==> config.mk <==
export PLATFORM = sky130hd
export DESIGN_NAME = inst_fetch_unit
export DESIGN_NICKNAME = d
export VERILOG_FILES = /design/src/rtl/inst_fetch_unit.sv
export SDC_FILE = /design/constraint.sdc
export NUM_CORES = 1
export LEC_CHECK = 0
export ABC_AREA = 1
export CORE_MARGIN = 5
export CORE_UTILIZATION = 40
export DETAILED_ROUTE_END_ITERATION = 16
export PLACE_DENSITY = 0.6
export SYNTH_ARGS = -nofsm -noshare
export SYNTH_HDL_FRONTEND = slang
export SYNTH_SLANG_ARGS = --single-unit
export TNS_END_PERCENT = 10
==> constraint.sdc <==
create_clock -name clk -period 5.2 [get_ports clk]
set_clock_uncertainty 0.15 [all_clocks]
set_input_delay 1.04 -clock clk [delete_from_list [all_inputs] [get_ports clk]]
set_output_delay 1.04 -clock clk [all_outputs]
set_load 0.03 [all_outputs]
==> src/rtl/inst_fetch_unit.sv <==
// Instruction fetch front end: walks a fetch PC, reads words from instruction
// memory over req/ack, and queues them in a small prefetch buffer for decode.
module inst_fetch_unit #(
    parameter logic [31:0] RESET_PC = 32'h0000_3000,
    parameter logic [31:0] MAX_PC   = 32'h0000_306c,
    parameter int          DEPTH    = 2
) (
    input  logic                     clk,
    input  logic                     PcReSet,
    input  logic                     redirect,
    input  logic [31:0]              redirect_pc,
    output logic                     imem_req,
    output logic [31:0]              imem_addr,
    input  logic                     imem_ack,
    input  logic [31:0]              imem_rdata,
    output logic                     inst_valid,
    input  logic                     inst_ready,
    output logic [31:0]              inst_out,
    output logic [31:0]              inst_pc,
    output logic [$clog2(DEPTH):0]   buf_count
);

    localparam int PW = $clog2(DEPTH);
    localparam int CW = PW + 1;
    localparam logic [CW-1:0] FULL = CW'(DEPTH);

    typedef enum logic [1:0] {IDLE, REQ, DROP} state_t;

    state_t          state, state_nxt;
    logic [31:0]     fpc, fpc_nxt, addr_nxt;
    logic [31:0]     target, fpc_inc;
    logic [PW-1:0]   wr_ptr, rd_ptr, wr_ptr_nxt, rd_ptr_nxt;
    logic [CW-1:0]   count, count_nxt;
    logic [31:0]     buf_data [DEPTH];
    logic [31:0]     buf_pc   [DEPTH];
    logic            push, pop;

    assign target     = redirect_pc & ~32'd3;
    assign fpc_inc    = fpc + 32'd4;
    assign inst_valid = (count != '0);
    assign pop        = inst_valid & inst_ready;
    // Data returned while a redirect is in progress belongs to the old stream.
    assign push       = (state == REQ) & imem_ack & ~redirect;
    assign imem_req   = (state != IDLE);
    assign inst_out   = inst_valid ? buf_data[rd_ptr] : '0;
    assign inst_pc    = inst_valid ? buf_pc[rd_ptr]   : '0;
    assign buf_count  = count;

    always_comb begin
        wr_ptr_nxt = wr_ptr;
        rd_ptr_nxt = rd_ptr;
        count_nxt  = count;
        if (redirect) begin
            wr_ptr_nxt = '0;
            rd_ptr_nxt = '0;
            count_nxt  = '0;
        end else begin
            if (push) wr_ptr_nxt = wr_ptr + PW'(1);
            if (pop)  rd_ptr_nxt = rd_ptr + PW'(1);
            if (push && !pop)      count_nxt = count + CW'(1);
            else if (!push && pop) count_nxt = count - CW'(1);
        end
    end

    always_comb begin
        state_nxt = state;
        addr_nxt  = imem_addr;
        fpc_nxt   = fpc;
        if (redirect)  fpc_nxt = target;
        else if (push) fpc_nxt = fpc_inc;

        case (state)
            IDLE: begin
                if (redirect) begin
                    if (target <= MAX_PC) begin
                        state_nxt = REQ;
                        addr_nxt  = target;
                    end
                end else if (count < FULL && fpc <= MAX_PC) begin
                    state_nxt = REQ;
                    addr_nxt  = fpc;
                end
            end
            REQ: begin
                // The request is held unchanged until acked; a redirect without
                // ack must still see the old request through, hence DROP.
                if (imem_ack) begin
                    if (redirect) begin
                        if (target <= MAX_PC) addr_nxt = target;
                        else                  state_nxt = IDLE;
                    end else if (count_nxt < FULL && fpc_inc <= MAX_PC) begin
                        addr_nxt = fpc_inc;
                    end else begin
                        state_nxt = IDLE;
                    end
                end else if (redirect) begin
                    state_nxt = DROP;
                end
            end
            DROP: begin
                if (imem_ack) begin
                    if (fpc_nxt <= MAX_PC) begin
                        state_nxt = REQ;
                        addr_nxt  = fpc_nxt;
                    end else begin
                        state_nxt = IDLE;
                    end
                end
            end
            default: state_nxt = IDLE;
        endcase
    end

    always_ff @(posedge clk or posedge PcReSet) begin
        if (PcReSet) begin
            state     <= IDLE;
            fpc       <= RESET_PC;
            imem_addr <= RESET_PC;
            wr_ptr    <= '0;
            rd_ptr    <= '0;
            count     <= '0;
        end else begin
            state     <= state_nxt;
            fpc       <= fpc_nxt;
            imem_addr <= addr_nxt;
            wr_ptr    <= wr_ptr_nxt;
            rd_ptr    <= rd_ptr_nxt;
            count     <= count_nxt;
        end
    end

    // Buffer storage is deliberately left unreset; count gates every read.
    always_ff @(posedge clk) begin
        if (push) begin
            buf_data[wr_ptr] <= imem_rdata;
            buf_pc[wr_ptr]   <= fpc;
        end
    end

endmodule

==> flow_summary.yaml <==
finish:
  final_common_cell: "nand2_1"
  antenna_cells: 0
  final_area_sq_um: 13000
  drive_gt1_share_pct: 8.22
  areaGrowthSynthToFinish_pct: 25.1
  final_cell_mix: "nand2_1, nor2_1, clkdlybuf4s50_1, edfxtp_1, o21ai_0"
  fin_nets: 1462
clock_network:
  postCtsHoldBufs: 0
  ctsResizeCount: 0
  cts_sinks: 198
  cts_buffers: 17
  htreeDepth: 4
  cts_tree: "yes"
  cts_buffer_depth: 2
  path_clk_slew_ns: 0.08
  post-cts-setup-buffer-count: 0
  worstSkewPairLatency_ns: 0.43
  root_buffer: "clkbuf_16"
die:
  dieArea_sq_um: 29300
  fp.dieW_um: 171
  initial_core_util_pct: 40.2
  fp.dieH_um: 171
  ios: 169
  rows: 59
  core_sq_um: 25800
pwr:
  p_leak_nw: 5.32
  powerDensity_nw_per_um2: 527
  peakVddDrop_mv: 0.308
sta:
  fmax_ghz: 0.255
  fin_crit_sh_pct: 75.6
  setup_tns_ns: 0
  drv_slew: 0
  hold_viol_final: 0
  relSlewSlack_pct: 30.6
  rsz0062_at_grt: "false"
  finalCriticalPeriod_ns: 3.93
  tightest_slew_ns: 1.04
  setup_violations: 0
worst_hold_path:
  min_path_type: "reg2reg"
yosys:
  ys_seq_area_share_pct: 53.9
  yosys_warnings: 0
  syn-cell-area_sq_um: 10400
  syn-instance-count: 1238
  synth_flop_cell: "edfxtp_1"
  synthArstFlopShare_pct: 35.4
  syn_area_per_cell_sq_um: 8.40
  synth_edf_count: 128
  synth_fp_nets: 1314
  synth.distinct_cells: 45
  synth_seq_cells: 198
grt:
  grt_usage_pct: 21.6
  grt_max_degree: 67
  grt_pass1_vias: 8777
  grt_pass1_wl_um: 49400
  grt-ovfl-total: 0
  antenna_found_initial: 0
worst_setup_path:
  cp.arrival_ns: 4.11
  cp-end-kind: "flip-flop"
  crit_fanout: 32
  required_ns: 5.38
  crit_type: "in2reg"
  start_kind: "input pin"
detailed_routing:
  dr.pass1.iters: 6
  ant_nets: 0
  wl_per_cell_um: 18.4
  viasPerCell: 5.25
  route.detailed.drc: 0
  drt_iter0_markers: 828
  vias: 9111
  routed_wl_um: 32000
outcome:
  outcome: "finished clean"
placement:
  place.gp.congestion: 0.910
  place_hpwl_um: 23000
  placed_area_sq_um: 12400
  port_buffers: 166
flow_run:
  maxCapViolCount: 0
[state kept, by name, summed over array words and instances (netlist names)]
register,cells
wr_ptr,1
buf_count,2
state,2
buf_pc,64
imem_addr,32
buf_data,64
rd_ptr,1
fpc,32
[synthesized netlist by cell type, types with 2 or more instances]
master     instances  area share, %
nand2_1          284             10
nor2_1           223            8.0
edfxtp_1         128             37
o21ai_0          121            5.8
inv_1            100            3.6
nand3_1           91            4.4
dfrtp_1           66             16
clkbuf_1          37            1.3
nand2_2           19            1.1
a21oi_1           18           0.87
nor2_2            15           0.90
o22ai_1           15           0.90
nand4_1           11           0.66
o211ai_1           9           0.65
o2111ai_1          8           0.67
a31oi_1            7           0.42
buf_2              7           0.34
ha_1               7           0.84
buf_6              6           0.65
nor2_4             6           0.65
a22oi_1            5           0.36
nor3_1             5           0.24
o21ai_1            5           0.24
o21bai_1           5           0.36
dfstp_2            4            1.0
nand2_4            4           0.43
a21oi_2            3           0.25
buf_4              3           0.22
clkinv_1           3           0.11
inv_2              3           0.11
nand3_2            3           0.29
nand3b_1           2           0.14
nor4_1             2           0.12
o31ai_1            2           0.14
[kinds of logic after synthesis]
group	share of synthesized area [%]
AND/OR/NAND/NOR	27.5
AO/OA/AOI/OAI	11.3
flip-flops	53.9
buffers and inverters	6.45
adder cells (fa/ha/maj)	0.842
[where the power goes]
part           switching (mW)  internal, mW  total, mW
registers               0.236          1.95       2.19
logic                    2.22          1.09       3.32
clock network           0.690         0.664       1.35
[through the flow]
step	hold slack [ns]	setup slack (ns)	instances	power (mW)	utilization (%)
2_1_floorplan	0.314	0.377	1238	4.32	-
3_3_place_gp	0.311	0.864	1702	5.50	48.0
3_5_place_dp	0.322	0.851	1702	5.52	48.0
4_1_cts	0.335	1.25	1734	6.89	50.4
5_1_grt	0.357	0.999	1734	7.27	50.4
6_report	0.334	1.27	1734	6.86	50.4
[cell type report]
type / count / area, sq um
clock buffers: 17 / 425
fillers: 2473 / 12800
well taps: 335 / 419
multi-input cells: 879 / 4140
flip-flops and latches: 198 / 5600
repair buffers: 184 / 1830
inverters: 106 / 398
clock inverters: 15 / 190
[worst max-delay path: stages]
cell,delay [ns]
clkdlybuf4s50_1,0.57
buf_4,0.26
nor2_2,0.09
inv_1,0.36
nand3_1,0.12
inv_1,0.08
nor2_1,0.04
o21ai_1,0.13
nand3_1,0.12
nor2_2,0.15
nand3_2,0.13
a21oi_4,0.44
nand2_4,0.34
nand2_1,0.15
nand2_1,0.06
[final timing paths]
| path | start | end | slack [ns] | cells past startpoint |
|---|---|---|---|---|
| max reg2reg | fpc[3]$_DFF_PP0_ | imem_addr[25]$_DFFE_PP0P_ | 1.66 | 16 |
| min in group asynchronous | PcReSet | imem_addr[0]$_DFFE_PP0P_ | 0.94 | 2 |
| max | redirect | imem_addr[25]$_DFFE_PP0P_ | 1.27 | 15 |
| max in group asynchronous | PcReSet | fpc[12]$_DFF_PP1_ | 2.94 | 3 |
| min reg2reg | imem_addr[13]$_DFFE_PP1P_ | imem_addr[13]$_DFFE_PP1P_ | 0.33 | 2 |
| min | imem_addr[13]$_DFFE_PP1P_ | imem_addr[13]$_DFFE_PP1P_ | 0.33 | 2 |
[routing by layer]
metal	up-vias	share of wire, %	GRT usage (%)
met5	-	0	0
met4	0	2.1	6.30
met3	31	7.1	4.11
met2	390	44	33.1
met1	4264	46	31.4
li1	4426	-	-
No activity file was read; power rests on OpenSTA's default activity.
